$ cat src/rtl/intr_pkg.sv
// Shared types and constants for the interrupt acknowledge responder.
//   ST_* : service FSM states
//   NUM_CH / CH_PER_BUS / VEC_W / BUS_ILLEGAL : vector geometry
package intr_pkg;

  typedef enum logic [1:0] {
    ST_IDLE  = 2'd0,
    ST_IRQ   = 2'd1,
    ST_CLEAR = 2'd2,
    ST_HOLD  = 2'd3
  } state_t;

  localparam int unsigned NUM_CH     = 27;
  localparam int unsigned CH_PER_BUS = 9;
  localparam int unsigned VEC_W      = 5;
  localparam int unsigned CHAN_W     = 4;
  localparam int unsigned BUS_W      = 2;
  localparam int unsigned TMR_W      = 8;
  localparam int unsigned ERR_W      = 8;

  localparam logic [1:0] BUS_ILLEGAL = 2'd3;

  // A grant is legal when the bus is A/B/C and the channel is 0-8.
  function automatic logic grant_is_legal(input logic [BUS_W-1:0] bus,
                                          input logic [CHAN_W-1:0] chan);
    return (bus != BUS_ILLEGAL) && (chan < CHAN_W'(CH_PER_BUS));
  endfunction

endpackage

$ cat src/rtl/intr_vec_dec.sv
// Vector to one-hot channel decode.
//   i_vec    : vector 0-26 (values above 26 decode to all zeros)
//   o_onehot : one bit per channel
module intr_vec_dec
  import intr_pkg::*;
(
  input  logic [VEC_W-1:0]  i_vec,
  output logic [NUM_CH-1:0] o_onehot
);

  assign o_onehot = (i_vec < VEC_W'(NUM_CH)) ? (NUM_CH'(1) << i_vec) : '0;

endmodule

$ cat src/rtl/intr_ack_responder.sv
// Services priority-decoder grants: raises cpu_irq with the vector, waits for
// cpu_ack (bounded by ACK_TIMEOUT), pulses a one-hot clear back to the
// channel, then holds off for HOLDOFF cycles before accepting the next grant.
//   CK, RST                : clock, async active-high reset
//   grant_valid/bus/chan   : incoming grant (sampled only in IDLE)
//   cpu_irq, cpu_vec       : interrupt request and vector to the CPU
//   cpu_ack                : CPU acknowledge (sampled only in IRQ)
//   clr_req                : one-hot clear pulse to the serviced channel
//   busy, tmo_pulse        : not-idle flag, ack-timeout pulse
//   err_cnt                : saturating count of illegal grants
module intr_ack_responder
  import intr_pkg::*;
#(
  parameter int unsigned HOLDOFF     = 4,
  parameter int unsigned ACK_TIMEOUT = 255
) (
  input  logic               CK,
  input  logic               RST,
  input  logic               grant_valid,
  input  logic [1:0]         grant_bus,
  input  logic [3:0]         grant_chan,
  output logic               cpu_irq,
  output logic [4:0]         cpu_vec,
  input  logic               cpu_ack,
  output logic [26:0]        clr_req,
  output logic               busy,
  output logic               tmo_pulse,
  output logic [7:0]         err_cnt
);

  state_t              r_state, w_state_nxt;
  logic [TMR_W-1:0]    r_tmr, w_tmr_nxt;
  logic [VEC_W-1:0]    r_vec, w_vec_nxt;
  logic [ERR_W-1:0]    r_err, w_err_nxt;
  logic                w_tmo_nxt;
  logic                r_irq, r_busy, r_tmo;
  logic [NUM_CH-1:0]   r_clr;
  logic [NUM_CH-1:0]   w_onehot;
  logic                w_grant_legal;
  logic [VEC_W-1:0]    w_grant_vec;

  assign w_grant_legal = grant_is_legal(grant_bus, grant_chan);
  assign w_grant_vec   = VEC_W'(grant_bus) * VEC_W'(CH_PER_BUS) + VEC_W'(grant_chan);

  // r_vec is stable from IRQ into CLEAR, so its decode feeds the clear register.
  intr_vec_dec u_vec_dec (
    .i_vec    (r_vec),
    .o_onehot (w_onehot)
  );

  // Next-state, shared timer, vector capture and error count.
  always_comb begin
    w_state_nxt = r_state;
    w_tmr_nxt   = r_tmr;
    w_vec_nxt   = r_vec;
    w_err_nxt   = r_err;
    w_tmo_nxt   = 1'b0;
    case (r_state)
      ST_IDLE: begin
        w_tmr_nxt = '0;
        if (grant_valid) begin
          if (w_grant_legal) begin
            w_vec_nxt   = w_grant_vec;
            w_state_nxt = ST_IRQ;
            w_tmr_nxt   = TMR_W'(1);
          end else if (r_err != {ERR_W{1'b1}}) begin
            w_err_nxt = r_err + ERR_W'(1);
          end
        end
      end
      ST_IRQ: begin
        // Ack wins over a timeout landing in the same cycle.
        if (cpu_ack) begin
          w_state_nxt = ST_CLEAR;
          w_tmr_nxt   = '0;
        end else if (r_tmr >= TMR_W'(ACK_TIMEOUT)) begin
          w_state_nxt = ST_HOLD;
          w_tmr_nxt   = TMR_W'(1);
          w_tmo_nxt   = 1'b1;
        end else begin
          w_tmr_nxt = r_tmr + TMR_W'(1);
        end
      end
      ST_CLEAR: begin
        w_state_nxt = ST_HOLD;
        w_tmr_nxt   = TMR_W'(1);
      end
      ST_HOLD: begin
        if (r_tmr >= TMR_W'(HOLDOFF)) begin
          w_state_nxt = ST_IDLE;
          w_tmr_nxt   = '0;
        end else begin
          w_tmr_nxt = r_tmr + TMR_W'(1);
        end
      end
      default: begin
        w_state_nxt = ST_IDLE;
        w_tmr_nxt   = '0;
      end
    endcase
  end

  // State register; outputs are registered from the next state.
  always_ff @(posedge CK or posedge RST) begin
    if (RST) begin
      r_state <= ST_IDLE;
      r_tmr   <= '0;
      r_vec   <= '0;
      r_err   <= '0;
      r_irq   <= 1'b0;
      r_busy  <= 1'b0;
      r_tmo   <= 1'b0;
      r_clr   <= '0;
    end else begin
      r_state <= w_state_nxt;
      r_tmr   <= w_tmr_nxt;
      r_vec   <= w_vec_nxt;
      r_err   <= w_err_nxt;
      r_irq   <= (w_state_nxt == ST_IRQ);
      r_busy  <= (w_state_nxt != ST_IDLE);
      r_tmo   <= w_tmo_nxt;
      r_clr   <= (w_state_nxt == ST_CLEAR) ? w_onehot : '0;
    end
  end

  assign cpu_irq   = r_irq;
  assign cpu_vec   = r_vec;
  assign clr_req   = r_clr;
  assign busy      = r_busy;
  assign tmo_pulse = r_tmo;
  assign err_cnt   = r_err;

endmodule

$ cat config.mk
export PLATFORM = sky130hd
export DESIGN_NAME = intr_ack_responder
export DESIGN_NICKNAME = d
export VERILOG_FILES = /design/src/rtl/intr_pkg.sv /design/src/rtl/intr_vec_dec.sv /design/src/rtl/intr_ack_responder.sv
export SDC_FILE = /design/constraint.sdc
export NUM_CORES = 1
export LEC_CHECK = 0
export CELL_PAD_IN_SITES_DETAIL_PLACEMENT = 1
export CELL_PAD_IN_SITES_GLOBAL_PLACEMENT = 2
export CORE_MARGIN = 2
export CORE_UTILIZATION = 28
export DETAILED_ROUTE_END_ITERATION = 12
export PLACE_DENSITY_LB_ADDON = 0.1
export SLEW_MARGIN = 20
export SYNTH_ARGS = -nofsm -noshare
export SYNTH_HDL_FRONTEND = slang
export SYNTH_SLANG_ARGS = --single-unit
$ cat constraint.sdc
create_clock -name CK -period 2.4 [get_ports CK]
set_input_delay 0.6 -clock CK [delete_from_list [all_inputs] [get_ports CK]]
set_output_delay 0.6 -clock CK [all_outputs]
set_load 0.02 [all_outputs]
# Word level (Yosys, flattened, before mapping)
# Cells that the tools add are included.
[classes] eq_ne=7 mux=17 add_sub_neg=3 magnitude_cmp=4 n_reduce_logical=5 multipliers=1 bitwise=1 n_shift=1
[op_table] operator="27-bit two-way mux" n=2
[op_table] operator="8-bit one-hot mux with 4 select lines" n=1
[op_table] operator="1-bit by 5-bit << shifter with 27-bit output (first input constant)" n=1
[op_table] operator="8-bit two-way mux" n=3
[op_table] operator="8-bit by 1-bit adder with 8-bit output (second input constant)" n=2
[op_table] operator="2-bit two-way mux" n=5
[op_table] operator="8-bit by 3-bit greater-or-equal comparator with 1-bit output (second input constant)" n=1
[op_table] operator="8-bit greater-or-equal comparator (second input constant)" n=1
[op_table] operator="8-bit != test (second input constant)" n=1
[op_table] operator="2-bit one-hot mux with 4 select lines" n=1
[op_table] operator="2-bit == test (second input constant)" n=3
[op_table] operator="5-bit by 4-bit adder with 5-bit output" n=1
[op_table] operator="5-bit < comparator (second input constant)" n=1
[op_table] operator="2-bit by 4-bit multiplier with 5-bit output (second input constant)" n=1
[op_table] operator="1-bit two-way mux" n=5
[op_table] operator="2-bit by 1-bit == test with 1-bit output (second input constant)" n=2
[op_table] operator="4-bit < comparator (second input constant)" n=1
[op_table] operator="4-bit AND reduction" n=1
[op_table] operator="3-bit AND reduction" n=1
[op_table] operator="2-bit zero test" n=1
[op_table] operator="2-bit != test (second input constant)" n=1
[op_table] operator="2-bit nonzero test" n=1
[op_table] operator="1-bit logical AND" n=1
[op_table] operator="1-bit NOT" n=1
[totals] out_inout_bits=43 inputBits=10 regBits=53

# Logic depth before layout (Yosys ltp)
[logic_depth] word_depth=7 mapped_depth=7 depth_no_buf=6

# Modules after synthesis
# A second synthesis with hierarchy kept.
[unflattened] cells_unflattened=223 area_unflattened_um2=2397.3
[by_module_without_submodules] module="intr_ack_responder" instances=1 area_per_inst_um2=2205.9 seq_area_each_um2=1326.3 cells_per_inst=182
[by_module_without_submodules] module="intr_vec_dec" instances=1 area_per_inst_um2=191.4 seq_area_each_um2=0.0 cells_per_inst=41

# Worst setup path after synthesis
# OpenSTA, ideal clock, no wires.
[synth_path] path_kind="in2reg" start="input grant_bus[1]" end="register r_vec[3], in the netlist cpu_vec[3]" stages=6 required_ns=2.317 setup_ns=0.083 slack_ns=0.625 path_buffers=0 arrival_ns=1.692 cell_sequence="ha_1 ha_1 inv_1 fa_1 xor2_1 o21ai_0"
[synth_via] elab_chain_cells=3 word_cells_on_any_way=5 cone_classes="add/sub (1); mul (1); eq/ne (1); reduce/logical (2)"
[synth_lines] element="start: declaration" line="intr_ack_responder.sv:20" text="input logic [1:0] grant_bus,"
[synth_lines] element="branches (longest 3 deep; another with 2-bit by 4-bit multiplier with 5-bit output)"
[synth_lines] element="end signal: assignment" line="intr_ack_responder.sv:117" text="r_vec <= w_vec_nxt;"
[synth_lines] element="end: declaration" line="intr_ack_responder.sv:33" text="logic [VEC_W-1:0] r_vec, w_vec_nxt;"
# Parallel ways; which one is timed is not known.
# A chain may end at the register's enable or synchronous reset.

# Final worst setup path
[layout_path] start="input grant_bus[1]" end="register r_vec[2], in the netlist cpu_vec[2]"
# Same word-level chain as after synthesis.

==> results.toml <==
[setup_path]
r2r_slack_ns = 0.52
reg2regPathDepth = 3
startpoint = "grant_bus[1]"
rr_startpoint = "r_state[1]"
cp-start-kind = "primary input"
r2r-end = "clr_req[10]"
crit_fanout = 3
critPathArrivalTime_ns = 2.36
cp.required_ns = 2.61
endpoint_kind = "flop"
crit_type = "primary input to flop"

[place]
place_congestion = 0.758
place_hpwl_um = 4270
place_area_um2 = 3120
io_buffers = 52
place_inst = 368

[synthesis]
synth_top_family_by_area = "simple AND/OR/NAND/NOR gates"
synth-main-ff-cell = "dfrtp_1"
synth_async_sr_flop_share_pct = 100
netlist_area_um2 = 2450
synth.distinct_cells = 46
yosys.area_share.simple_pct = 23.5
synth_warnings = 0
ys_seq_area_share_pct = 54.0
syn_nets = 227
yosys.area_share.xor_xnor_pct = 5.35
synthAdderAreaFrac_pct = 4.89
synth-compound-area-share_pct = 6.73
syn_area_per_cell_um2 = 11.8
yosys.area.top_type_share_pct = 54.0
ys_ff_latch = 53
synth_enable_flop_cells = 0
synthTopCellsByArea = "dfrtp_1 (54%), nor4_1 (5.9%), ha_1 (4.1%), xor2_1 (3.2%), xnor2_1 (2.1%)"
synthCells = 208
yosys.area.top_type = "dfrtp_1"
synthMuxAreaShare_pct = 1.38

[clocking]
root_buffer = "clkbuf_8"
cts.sinks = 53
clockBufferDepth = 2
ctsHoldBuffers = 0
postCtsSetupBuffers = 0
cts_tree = "yes"
cts_made_buffers = 5
clk_pin_slew_worst_paths_ns = 0.11
htreeDepth = 2
clock_latency_ns = 0.31
cts_resized = 0

[timing]
period_needed_ns = 2.14
hold_viol = 0
slew_violations = 0
max_slew_margin_pct = 46.5
max_clock_freq_mhz = 467
worstMarginPinSlew_ns = 0.798
setup_tns_ns = 0
finalCritPeriodShare_pct = 89.2
setup_viol = 0
fin_skew_ns = 0.0105
rsz0062_at_grt = "false"

[flow_run]
cap_violations = 0

[global_routing]
grt_antenna_before_repair = 0
grt_pass1_wl_um = 9920
grt_max_degree = 30
first_global_vias = 1845
grtUsageTotal_pct = 13.0
grt_remaining_overflow = 0

[layout]
final_cell_mix = "dfrtp_1 (53), clkdlybuf4s50_1 (52), nor4_1 (23)"
final_common_cell = "dfrtp_1"
synthToLayoutAreaGrowth_pct = 31.2
fin_util_pct = 37.5
final_layout_size_suffix_gt1_share_pct = 13.1
postLayoutCellArea_um2 = 3220
fin_nets = 286
instances_no_fill = 376
antenna_cells = 0

[detailed_routing]
wl_met2_um = 2580
drt_pass1_iterations = 4
wirelength_um = 5810
initialDrtViolationCount = 55
vias = 1781
met1_length_um = 2960
wl_per_cell_um = 15.5
vias_per_cell = 4.74
route.met3.wl_um = 200
drc = 0
ant_nets = 0
top_layer = "met4"

[die]
core_um2 = 8590
die_width_um = 97.6
dieArea_um2 = 9530
rows = 34
start_util_pct = 28.6
io_pins = 53
dieHeight_um = 97.6

[hold_path]
hold_end = "err_cnt[4]"
worstHoldPathCells = 1
hold_class = "flop to flop"
hold_path_startpoint = "err_cnt[4]"

[power]
leakage_nw = 1.34
pwr_density_cell_nw_per_um2 = 916
finalPower_mw = 2.95
ir_worst_vdd_v = 0.000327

[status]
outcome = "finished, final reports clean"
## sequential cells by signal, indices dropped and copies added, names as in the netlist
signal	count
clr_req	27
cpu_irq	1
r_state	2
busy	1
cpu_vec	5
r_tmr	8
tmo_pulse	1
err_cnt	8
## worst max-delay path by stage
stage	to	slack, ns	cells past startpoint
after global placement	cpu_vec[3]	-0.09	7
after global routing	cpu_vec[3]	0.15	7
after CTS	cpu_vec[3]	0.25	7
after floorplan	busy	0.51	1
after detailed placement	cpu_vec[3]	-0.10	7
final	cpu_vec[2]	0.26	6
## cell families after synthesis
group / Yosys count
XOR/XNOR: 15
AND/OR/NAND/NOR: 93
buffers and inverters: 19
AO/OA/AOI/OAI: 16
flip-flops: 53
adder cells (fa/ha/maj): 9
multiplexers: 3
## worst max-delay path: stages
cell,delay (ns)
clkdlybuf4s50_1,0.48
ha_1,0.32
ha_1,0.23
inv_1,0.07
fa_1,0.41
o21ai_0,0.24
## cell type report
type / count / area [µm²]
Clock inverter: 3 / 28.8
Sequential cell: 53 / 1330
Tap cell: 108 / 135
Fill cell: 945 / 5370
Multi-Input combinational cell: 136 / 1030
Timing Repair Buffer: 63 / 603
Inverter: 8 / 30.0
Clock buffer: 5 / 68.8
## synthesized netlist by cell type (2+ instances only)
| master | number |
|---|---|
| dfrtp_1 | 53 |
| nor4_1 | 23 |
| nor2_1 | 12 |
| nand2_1 | 10 |
| nand3_1 | 9 |
| xor2_1 | 9 |
| ha_1 | 8 |
| inv_1 | 8 |
| xnor2_1 | 6 |
| and3_1 | 5 |
| nand4_1 | 5 |
| buf_2 | 4 |
| nand2b_1 | 4 |
| nor4_2 | 4 |
| o21ai_0 | 4 |
| a21oi_1 | 3 |
| buf_4 | 2 |
| buf_6 | 2 |
| clkbuf_1 | 2 |
| mux2_2 | 2 |
| nand3b_1 | 2 |
| nand4b_1 | 2 |
| nor2b_1 | 2 |
| nor3_1 | 2 |
| or2_0 | 2 |
| or3_1 | 2 |
| or3b_2 | 2 |
## routing by layer
metal	vias to the layer above	GRT usage, %
met3	4	2.73
met5	-	0
met2	40	19.5
met4	0	3.85
met1	872	19.0
li1	865	-
## through the flow
step,hold WS (ns),setup slack [ns]
final,0.521,0.259
after global routing,0.545,0.153
after CTS,0.524,0.246
after detailed placement,0.509,-0.102
after global placement,0.505,-0.0891
after floorplan,0.519,0.514
## power by group
group          leakage (nW)  switching [mW]  internal (mW)
Clock                0.0506           0.323          0.219
Combinational         0.576           0.708          0.487
Sequential            0.714           0.187           1.03
Total                  1.34            1.22           1.73
Power figures use the tool's default switching activity.
